### config.mk
export PLATFORM = sky130hd
export DESIGN_NAME = uart_rx_fifo
export DESIGN_NICKNAME = d
export VERILOG_FILES = /design/src/rtl/uart_rx_fifo.sv
export SDC_FILE = /design/constraint.sdc
export NUM_CORES = 1
export LEC_CHECK = 0
export CELL_PAD_IN_SITES_DETAIL_PLACEMENT = 2
export CELL_PAD_IN_SITES_GLOBAL_PLACEMENT = 2
export CORE_MARGIN = 2
export CORE_UTILIZATION = 25
export DETAILED_ROUTE_END_ITERATION = 8
export GPL_ROUTABILITY_DRIVEN = 0
export PLACE_DENSITY_LB_ADDON = 0.1
export SLEW_MARGIN = 15
export SYNTH_ARGS = -nofsm -noshare
export SYNTH_HDL_FRONTEND = slang
export SYNTH_SLANG_ARGS = --single-unit
### constraint.sdc
create_clock -name Clk -period 3.25 [get_ports Clk]
set_input_delay 0.4875 -clock Clk [delete_from_list [all_inputs] [get_ports Clk]]
set_output_delay 0.4875 -clock Clk [all_outputs]
set_load 0.005 [all_outputs]
### src/rtl/uart_rx_fifo.sv
// UART receiver (configurable frame, glitch reject, break hold-off) feeding a show-ahead receive FIFO.
// A clean word lands in the FIFO the cycle after its last stop sample; FE/PE/OVF are one-cycle pulses.
module uart_rx_fifo #(
   parameter int CLKS_PER_BIT = 24,
   parameter int DATA_BITS    = 8,
   parameter int PARITY       = 0,
   parameter int STOP_BITS    = 1,
   parameter int FIFO_DEPTH   = 4
) (
   input  logic                          Clk,
   input  logic                          Reset,
   input  logic                          RX,
   input  logic                          Enable,
   output logic [DATA_BITS-1:0]          Data,
   output logic                          Valid,
   input  logic                          Ready,
   output logic [$clog2(FIFO_DEPTH):0]   Count,
   output logic                          FE,
   output logic                          PE,
   output logic                          OVF
);

   localparam int CW = $clog2(CLKS_PER_BIT);
   localparam int AW = $clog2(FIFO_DEPTH);
   localparam logic [CW-1:0] HALF_M1 = CW'(CLKS_PER_BIT/2 - 1);
   localparam logic [CW-1:0] FULL_M1 = CW'(CLKS_PER_BIT - 1);
   localparam logic [3:0]    DB_M1   = 4'(DATA_BITS - 1);
   localparam logic [3:0]    SB_M1   = 4'(STOP_BITS - 1);
   localparam logic [AW:0]   DEPTH   = (AW+1)'(FIFO_DEPTH);

   typedef enum logic [2:0] {S_IDLE, S_START, S_DATA, S_PARITY, S_STOP, S_BREAK} state_t;

   state_t               state, state_nxt;
   logic                 rx_meta, rxs;
   logic [CW-1:0]        clk_cnt;
   logic [3:0]           bit_cnt;
   logic [DATA_BITS-1:0] shreg;
   logic                 perr, ferr;
   logic                 tick, frame_done, ferr_now, par_x, par_bad;
   logic                 push_req;

   logic [DATA_BITS-1:0] mem [FIFO_DEPTH];
   logic [AW-1:0]        wr_ptr, rd_ptr;
   logic                 pop, full, wr_en;

   assign tick     = (clk_cnt == FULL_M1);
   assign ferr_now = ferr | ~rxs;
   assign par_x    = (^shreg) ^ rxs;
   assign par_bad  = (PARITY == 2) ? ~par_x : par_x;

   always_ff @(posedge Clk) begin
      if (Reset) state <= S_IDLE;
      else       state <= state_nxt;
   end

   always_comb begin
      state_nxt  = state;
      frame_done = 1'b0;
      case (state)
         S_IDLE:   if (Enable && !rxs) state_nxt = S_START;
         S_START:  if (clk_cnt == HALF_M1) state_nxt = rxs ? S_IDLE : S_DATA;
         S_DATA:   if (tick && bit_cnt == DB_M1) state_nxt = (PARITY != 0) ? S_PARITY : S_STOP;
         S_PARITY: if (tick) state_nxt = S_STOP;
         S_STOP: begin
            if (tick && bit_cnt == SB_M1) begin
               frame_done = 1'b1;
               // a low final stop sample means the line may be in break
               state_nxt  = rxs ? S_IDLE : S_BREAK;
            end
         end
         S_BREAK:  if (rxs) state_nxt = S_IDLE;
         default:  state_nxt = S_IDLE;
      endcase
   end

   always_ff @(posedge Clk) begin
      if (Reset) begin
         rx_meta  <= 1'b1;
         rxs      <= 1'b1;
         clk_cnt  <= '0;
         bit_cnt  <= '0;
         shreg    <= '0;
         perr     <= 1'b0;
         ferr     <= 1'b0;
         FE       <= 1'b0;
         PE       <= 1'b0;
         push_req <= 1'b0;
      end else begin
         rx_meta  <= RX;
         rxs      <= rx_meta;
         FE       <= 1'b0;
         PE       <= 1'b0;
         push_req <= 1'b0;
         case (state)
            S_IDLE: begin
               clk_cnt <= '0;
               bit_cnt <= '0;
               perr    <= 1'b0;
               ferr    <= 1'b0;
            end
            S_START: clk_cnt <= (clk_cnt == HALF_M1) ? '0 : clk_cnt + 1'b1;
            S_DATA: begin
               if (tick) begin
                  clk_cnt <= '0;
                  shreg   <= {rxs, shreg[DATA_BITS-1:1]};
                  bit_cnt <= (bit_cnt == DB_M1) ? '0 : bit_cnt + 1'b1;
               end else begin
                  clk_cnt <= clk_cnt + 1'b1;
               end
            end
            S_PARITY: begin
               if (tick) begin
                  clk_cnt <= '0;
                  perr    <= par_bad;
               end else begin
                  clk_cnt <= clk_cnt + 1'b1;
               end
            end
            S_STOP: begin
               if (tick) begin
                  clk_cnt <= '0;
                  bit_cnt <= bit_cnt + 1'b1;
                  ferr    <= ferr_now;
                  if (frame_done) begin
                     FE       <= ferr_now;
                     PE       <= perr;
                     push_req <= ~ferr_now & ~perr;
                  end
               end else begin
                  clk_cnt <= clk_cnt + 1'b1;
               end
            end
            default: ;
         endcase
      end
   end

   assign pop   = Valid & Ready;
   assign full  = (Count == DEPTH);
   assign wr_en = push_req & (~full | pop);
   assign Valid = (Count != '0);
   assign Data  = mem[rd_ptr];

   always_ff @(posedge Clk) begin
      if (Reset) begin
         wr_ptr <= '0;
         rd_ptr <= '0;
         Count  <= '0;
         OVF    <= 1'b0;
         for (int i = 0; i < FIFO_DEPTH; i++) mem[i] <= '0;
      end else begin
         OVF <= push_req & full & ~pop;
         if (wr_en) begin
            mem[wr_ptr] <= shreg;
            wr_ptr      <= wr_ptr + 1'b1;
         end
         if (pop) rd_ptr <= rd_ptr + 1'b1;
         Count <= Count + (AW+1)'(wr_en) - (AW+1)'(pop);
      end
   end

endmodule

==> flow_metrics.tcl <==
set metrics [dict create \
    regArea_sq_um 1700 \
    syn-instance-count 282 \
    cts_hold_buf 0 \
    cts_tree "built" \
    gr-total-overflow 0 \
    io_buffers 19 \
    rows 41 \
    slowest_stage "or4b_4" \
    min_to "rxs" \
    synth.distinct_cells 52 \
    num_vias 2134 \
    period_share 0.788 \
    ys_seq_area_frac 0.532 \
    hold_depth 1 \
    ys.flop_type "dfxtp_1" \
    drt_first_iter_violations 78 \
    max_stage_delay_ns 0.52 \
    grt.total_usage 0.126 \
    cp.arrival_ns 2.76 \
    fp.dieH_um 117 \
    crit_required_ns 3.45 \
    ys_ff_latch 69 \
    cts_resized 0 \
    max_freq_mhz 390 \
    drc 0 \
    worst_pin_slew_ns 0.547 \
    antenna_found_initial 0 \
    critical_path.cell_chain "clkdlybuf4s50_1, or4b_4, nand2_1, ha_1, inv_1, ha_1, inv_1, fa_1, xor2_1, xnor2_1, nor2_1" \
    htreeDepth 3 \
    dpl_cell_area_sq_um 3560 \
    p_leak_uw 0.00135 \
    vias_per_cell 4.46 \
    relSlewSlack 0.635 \
    wirelength_mm 7.64 \
    clockBufferDepth 2 \
    r2r_end "Count[2]" \
    fill_cells 1370 \
    worstHoldStart "rx_meta" \
    design.core.area_sq_um 12600 \
    power_uw 2220 \
    final_nets 313 \
    numCtsBuffers 9 \
    fin_worst_skew_ns 0.00917 \
    root_buffer "clkbuf_16" \
    peakVddDrop_v 0.000189 \
    period_needed_ns 2.56 \
    final_cell_mix "dfxtp_1, edfxtp_1, nor2_1" \
    antenna_cells 0 \
    multi_input_area_sq_um 1390 \
    grt_pass1_wl_mm 12.6 \
    cap_violations 0 \
    drv_slew 0 \
    mostFrequentLayoutCell "dfxtp_1" \
    r2r_cells 10 \
    fin_hold_ws_ns 0.413 \
    antenna_left 0 \
    die_w_um 117 \
    finalSetupViolations 0 \
    hold_class "reg -> reg" \
    synthArstFlopShare 0 \
    avgSynthCellArea_sq_um 11.3 \
    clk_pin_slew_worst_paths_ns 0.05 \
    start_util 0.254 \
    synth_edf_count 32 \
    design_area_sq_um 3820 \
    synthTopCellsByArea "edfxtp_1, dfxtp_1, mux4_2" \
    r2r_start "Count[1]" \
    cts_setup_buffers 0 \
    firstDrtPassIters 4 \
    path_buf_inv 3 \
    grt_pass1_vias 2323 \
    crit_start "Ready" \
    areaGrowthSynthToFinish_pct 19.4 \
    power_density_nw_per_um2 583 \
    grt_max_degree 36 \
    tns_ns 0 \
    layout-drive-gt1-share 0.140 \
    boundaryPins 20 \
    syn-cell-area_sq_um 3200 \
    endpoint_kind "flop" \
    wl_per_cell_um 16.0 \
    worstPathMaxFanout 4 \
    synth_fp_nets 293 \
    critPathTopFamily "adder cells" \
    dpl.hpwl_mm 5.44 \
    hold_viol 0 \
    cts_sinks 69 \
    outcome "finished clean" \
    synth_top_area_share 0.300 \
    yosysTopAreaCell "edfxtp_1" \
    crit_path_start_kind "primary input" \
    worstSetupPathType "in -> reg" \
    synth_warnings 0 \
    die-area_sq_um 13700 \
    ff2ff_setup_slack_ns 0.80 \
    rsz0062_at_grt "false" \
    worstSkewPairLatency_ns 0.34 \
]
-- worst max path at each step --
stage / end / slack [ns] / depth (start not counted)
final: Count[2] / 0.69 / 11
after global routing: Count[2] / 0.52 / 11
after floorplan: Count[2] / 0.90 / 10
after detailed placement: Count[2] / 0.34 / 11
after global placement: Count[2] / 0.39 / 11
after CTS: Data[6] / 0.63 / 2
-- layout make-up --
type | instances | area share
clock inverters | 3 | 0.00393
clock buffers | 13 | 0.0629
well taps | 172 | 0.0564
flip-flops and latches | 69 | 0.446
repair buffers | 23 | 0.0577
inverters | 10 | 0.00983
multi-input cells | 189 | 0.363
-- cells by family after synthesis --
logic type / share of synthesized area
adders and majority gates: 0.0290
DFF: 0.532
buffers and inverters: 0.0340
AOI/OAI and AO/OA: 0.0751
muxes: 0.0814
xor gates and xnor gates: 0.0383
and+or+nand+nor: 0.210
-- power by group --
| group | internal (uW) | leakage (uW) | switching [uW] |
|---|---|---|---|
| clock | 513 | 0.000127 | 363 |
| combinational | 218 | 0.000589 | 112 |
| sequential | 954 | 0.000631 | 63.6 |
-- cells in the mapped netlist (2+ instances only) --
cell type   n
buf_2       3
buf_6       2
a2bb2oi_1   2
buf_1       2
and3_4      2
nand2_1    13
edfxtp_1   32
o21ai_0     9
or2_1       3
nand3_1     8
a31oi_1     2
mux2i_1     8
or2_2       2
nor3b_1     3
nand3b_1    2
clkbuf_1    7
a21oi_1    10
inv_1      10
o31ai_1     3
nor2_1     27
and2_1     25
and2_2      8
nor2b_1     2
dfxtp_1    37
ha_1        5
nor3b_4     2
o21ai_1     2
nor3_1      6
a211oi_1    3
xnor2_1    10
xor2_1      4
mux4_2      8
-- layer usage --
layer | global-route usage | up-vias | wire length [um]
met3 | 0.0278 | 14 | 159
met4 | 0.0682 | 0 | 170
li1 | - | 1038 | -
met5 | 0 | - | 0
met1 | 0.163 | 1062 | 3590
met2 | 0.196 | 20 | 3720
-- per-stage QoR --
stage / setup slack [ns] / std cells / utilization
floorplan: 0.903 / 282 / -
global placement: 0.392 / 463 / 0.283
detailed placement: 0.338 / 463 / 0.283
CTS: 0.633 / 479 / 0.304
global route: 0.522 / 479 / 0.304
finish: 0.688 / 479 / 0.304
-- sequential cells by signal (all words and copies together) (netlist names), named ones only --
name      cells
push_req      1
FE            1
PE            1
perr          1
state         3
clk_cnt       5
rx_meta       1
Count         3
mem          32
rxs           1
rd_ptr        2
ferr          1
bit_cnt       4
wr_ptr        2
OVF           1
shreg         8
Note: power is estimated with default switching activity, not from simulation.
==> RTL change 1, RTL diff (same settings) <==
`PARITY`: 0 -> 1.
--- a/src/rtl/uart_rx_fifo.sv
+++ b/src/rtl/uart_rx_fifo.sv
@@ -3,7 +3,7 @@
 module uart_rx_fifo #(
    parameter int CLKS_PER_BIT = 24,
    parameter int DATA_BITS    = 8,
-   parameter int PARITY       = 0,
+   parameter int PARITY       = 1,
    parameter int STOP_BITS    = 1,
    parameter int FIFO_DEPTH   = 4
 ) (
Behaviour: same outputs for any inputs over 10 cycles, from zero or initial values and one cycle with Reset high; that may be too few to reach the edited logic, so the function may still have changed.
==> RTL change 1 against the unedited design <==
  * Sequential cell count is the same
  * First-iteration DRC count fell by 6.4%
  * Area after synthesis hardly changed
  * Critical path depth stayed put
  * Critical endpoint unchanged
  * Power up 2.5%
  * Routed wire length down 0.69%
  * Setup slack worse by 1.4 ps
  * Cell count decreased by 2.3%
  * Final area up 0.75%
  * Hold slack better by 7.7 ps
  * Synthesized cell count down 3.2%
==> RTL change 1: results (changes against the unedited design) <==
cts_htree_levels: 3  # unchanged
route.detailed.vias_per_inst: 4.40  # -1.3%
area_share_clock_buf_inv_pct: 7.64  # +0.96 points
non_clock_buffer_count: 21  # -8.7%
postSynthCellCount: 273  # -3.2%
synth.mux.area_fraction_pct: 9.38  # +1.2 points
synth.top_cells.by_area: "sky130_fd_sc_hd__edfxtp_1 (30%), sky130_fd_sc_hd__dfxtp_1 (23%), sky130_fd_sc_hd__mux4_2 (5.6%)"
power.share.combinational_pct: 12.6  # -2.2 points
seq_area_frac_synth_pct: 53.2  # about the same
grt_usage_pct: 12.7  # +0.064 points
first_global_vias: 2263  # -2.6%
drt_first_iter_violations: 73  # -6.4%
arrival_ps: 2780  # +20 ps
synth_compound_area_share_pct: 6.84  # -0.67 points
globalRouteMet2Util_pct: 20.6  # +0.96 points
yosys.cell_types.count: 55  # +5.8%
numPlacedInstances: 452  # -2.4%
synth_adder_area_share_pct: 2.89  # about the same
post_route_cells_drive_above_1_share_pct: 15.5  # +1.5 points
total_switching_power_uw: 592  # +10%
drt_first_pass_iters: 4  # unchanged
detailed_place.area_um2: 3550  # -0.28%
yosys.area_share.xor_xnor_pct: 5.20  # +1.4 points
buffer_area_share_pct: 5.34  # -0.43 points
share_of_the_final_layout_cell_area_in_sequential_cells_pct: 44.2  # -0.33 points
met3_length_um: 167  # +5.0%
status: "finished clean"
power_density_relative_to_cell_area_nw_per_um2: 593  # +1.7%
clock_buffer_count: 12  # -1
synth_commonest_cells: "sky130_fd_sc_hd__dfxtp_1 (37), sky130_fd_sc_hd__edfxtp_1 (32), sky130_fd_sc_hd__nor2_1 (30)"
worst_setup_slack_post_dpl_ps: 322  # -16.1 ps
switching_share_pct: 26.0  # +1.8 points
gr-usage-met1_pct: 15.7  # -0.65 points
place_hpwl_mm: 5.24  # -3.7%
maxSlewHeadroom_pct: 47.4  # -16 points
detail_route.wl_per_cell_um: 16.2  # +1.6%
n_all_inverters: 9  # -1
cellLeakagePower_uw: 0.00138  # +2.6%
crit_fanout: 5  # +1
fill_cells: 1372  # +0.15%
power.ir.vdd_worst_uv: 193  # +1.9%
grt_pass1_wl_mm: 12.7  # +0.22%
route.met2.wl_mm: 3.72  # about the same
global_route.usage.met3_pct: 2.94  # +0.15 points
multi_input_area_share_pct: 36.3  # -0.044 points
postRouteWirelength_mm: 7.59  # -0.69%
num-nets-final: 302  # -3.5%
==> RTL change 1: cell count changes after synthesis, moves of 4 or more <==
cell                      unedited run  this run
sky130_fd_sc_hd__and2_2              8        13
sky130_fd_sc_hd__xor2_1              4         8
sky130_fd_sc_hd__nor3_1              6         2
sky130_fd_sc_hd__mux2i_1             8        12
sky130_fd_sc_hd__nand2_1            13         6
==> RTL change 1: cell families (layout without fill, tap and decap cells) <==
family | Yosys count | count (layout)
AO/OA/AOI/OAI | 31 | 31
XOR/XNOR | 19 | 19
adder cells (fa/ha/maj) | 7 | 7
buffers and inverters | 23 | 46
flip-flops | 69 | 69
multiplexers | 20 | 20
AND/OR/NAND/NOR | 104 | 104
==> RTL change 1: worst paths after layout <==
| check | from | depth (start not counted) | end | slack, ps |
|---|---|---|---|---|
| worst max register to register | Count[1] | 10 | Count[2] | 820 |
| worst min-delay path | rx_meta | 1 | rxs | 420 |
| worst max-delay path | Ready | 11 | Count[2] | 690 |
| worst min register to register | rx_meta | 1 | rxs | 420 |
==> RTL change 2, RTL diff (config.mk and constraints unchanged) <==
Without the edit above. The 6 states of `state_t` get a one-hot encoding in 6 bits.
--- a/src/rtl/uart_rx_fifo.sv
+++ b/src/rtl/uart_rx_fifo.sv
@@ -28,7 +28,7 @@
    localparam logic [3:0]    SB_M1   = 4'(STOP_BITS - 1);
    localparam logic [AW:0]   DEPTH   = (AW+1)'(FIFO_DEPTH);
 
-   typedef enum logic [2:0] {S_IDLE, S_START, S_DATA, S_PARITY, S_STOP, S_BREAK} state_t;
+   typedef enum logic [5:0] {S_IDLE = 6'b000001, S_START = 6'b000010, S_DATA = 6'b000100, S_PARITY = 6'b001000, S_STOP = 6'b010000, S_BREAK = 6'b100000} state_t;
 
    state_t               state, state_nxt;
    logic                 rx_meta, rxs;
Check against the original RTL: no difference found for any inputs over 10 cycles, from zero or initial values and one cycle with Reset high; not proved beyond that.
==> RTL change 2 against the unedited design <==
  * Area after synthesis shrank 0.12%
  * Non-clock buffer count down 2
  * Routed wire length increased by 4.0%
  * Sequential cell count is the same
  * Critical path depth shrank 9
  * Maximum frequency decreased by 3.1%
  * Power up 7.8%
  * Final area is essentially flat
  * Setup slack got worse by 83 ps
==> RTL change 2: results (changes against the unedited design) <==
status: "finished clean"
first_global_vias: 2309  # -0.60%
fill_cells: 1359  # -0.80%
yosys.cell_types.count: 55  # +5.8%
cellLeakagePower_uw: 0.00140  # +3.7%
cts_buffer_depth: 2  # unchanged
worst_pin_slew_ps: 648  # +101 ps
hold_depth: 1  # unchanged
r2r_setup_slack_ps: 920  # +120 ps
synth.top_cells.by_area: "sky130_fd_sc_hd__edfxtp_1 (30%), sky130_fd_sc_hd__dfxtp_1 (23%), sky130_fd_sc_hd__mux4_2 (5.6%)"
synth_commonest_cells: "sky130_fd_sc_hd__dfxtp_1 (37), sky130_fd_sc_hd__edfxtp_1 (32), sky130_fd_sc_hd__nor2_1 (22)"
numPlacedInstances: 452  # -2.4%
post_route_cells_drive_above_1_share_pct: 16.2  # +2.2 points
seq_area_frac_synth_pct: 53.3  # +0.063 points
maximum_number_of_pins_on_one_net_before_global_route_repair: 40  # +11%
place_hpwl_mm: 5.38  # -1.2%
num-nets-final: 302  # -3.5%
postRouteWirelength_mm: 7.95  # +4.0%
grt_pass1_wl_mm: 12.9  # +2.0%
leading_registers_by_flop_count: "mem (32), shreg (8)"
detailed_place.area_um2: 3530  # -0.98%
power.ir.vdd_worst_uv: 262  # +38%
drt_first_iter_violations: 82  # +5.1%
detail_route.wl_per_cell_um: 17.0  # +6.5%
route.detailed.vias_per_inst: 4.59  # +3.1%
multi_input_area_um2: 1380  # -0.45%
postSynthAreaPerCell_um2: 11.7  # +2.8%
crit_slowest_cell: "sky130_fd_sc_hd__dfxtp_1"
postSynthNetCount: 285  # -2.7%
==> RTL change 2: per-layer routing <==
| metal | global-route usage [%] | up-vias | share of wire, % |
|---|---|---|---|
| met4 | 6.12 | 0 | 1.9 |
| met3 | 2.78 | 12 | 2.7 |
| met5 | 0 | - | 0 |
| met1 | 17.5 | 1088 | 50 |
| li1 | - | 1025 | - |
| met2 | 19.6 | 24 | 45 |
==> RTL change 2: cell families after synthesis <==
family | after synthesis | share of synthesized area, %
fa+ha+maj | 6 | 2.59
xor+xnor | 7 | 1.92
buf+inv | 22 | 3.49
mux | 16 | 8.15
flops | 69 | 53.3
compound gates | 35 | 7.79
other cells | 1 | 0.117
simple gates | 118 | 22.7
==> RTL change 2: worst max path at each step <==
stage | slack (ps) | startpoint | end | cells after the start
finish | 610 | register | Data[7] | 2
global route | 440 | register | Data[7] | 2
global placement | 450 | Ready | Count[2] | 10
floorplan | 980 | Ready | Count[2] | 9
detailed placement | 430 | Ready | Count[2] | 10
CTS | 490 | register | Data[7] | 2
==> RTL change 2: per-stage QoR <==
stage	hold WS, ps	setup WS, ps
finish	408	605
global route	429	444
global placement	393	453
floorplan	389	981
CTS	413	493
detailed placement	399	428
==> RTL change 2: worst max-delay path, delay by kind of cell (launching register included) <==
family                 cells  cell delay, ps
muxes                      1             610
DFF                        1             730
buffers and inverters      1             460
==> RTL change 2: final cells by class <==
type	count	area share, %
Sequential cell	69	44.5
Multi-Input combinational cell	183	36.2
Clock buffer	11	6.09
Tap cell	172	5.63
Timing Repair Buffer	21	5.31
Clock inverter	5	1.57
Inverter	7	0.688
==> RTL change 2: where the power goes <==
part	internal, uW	leakage (uW)	switching [uW]
Sequential	962	0.000603	78.2
Combinational	246	0.000652	125
Clock	598	0.000142	390
Total	1810	0.00140	594
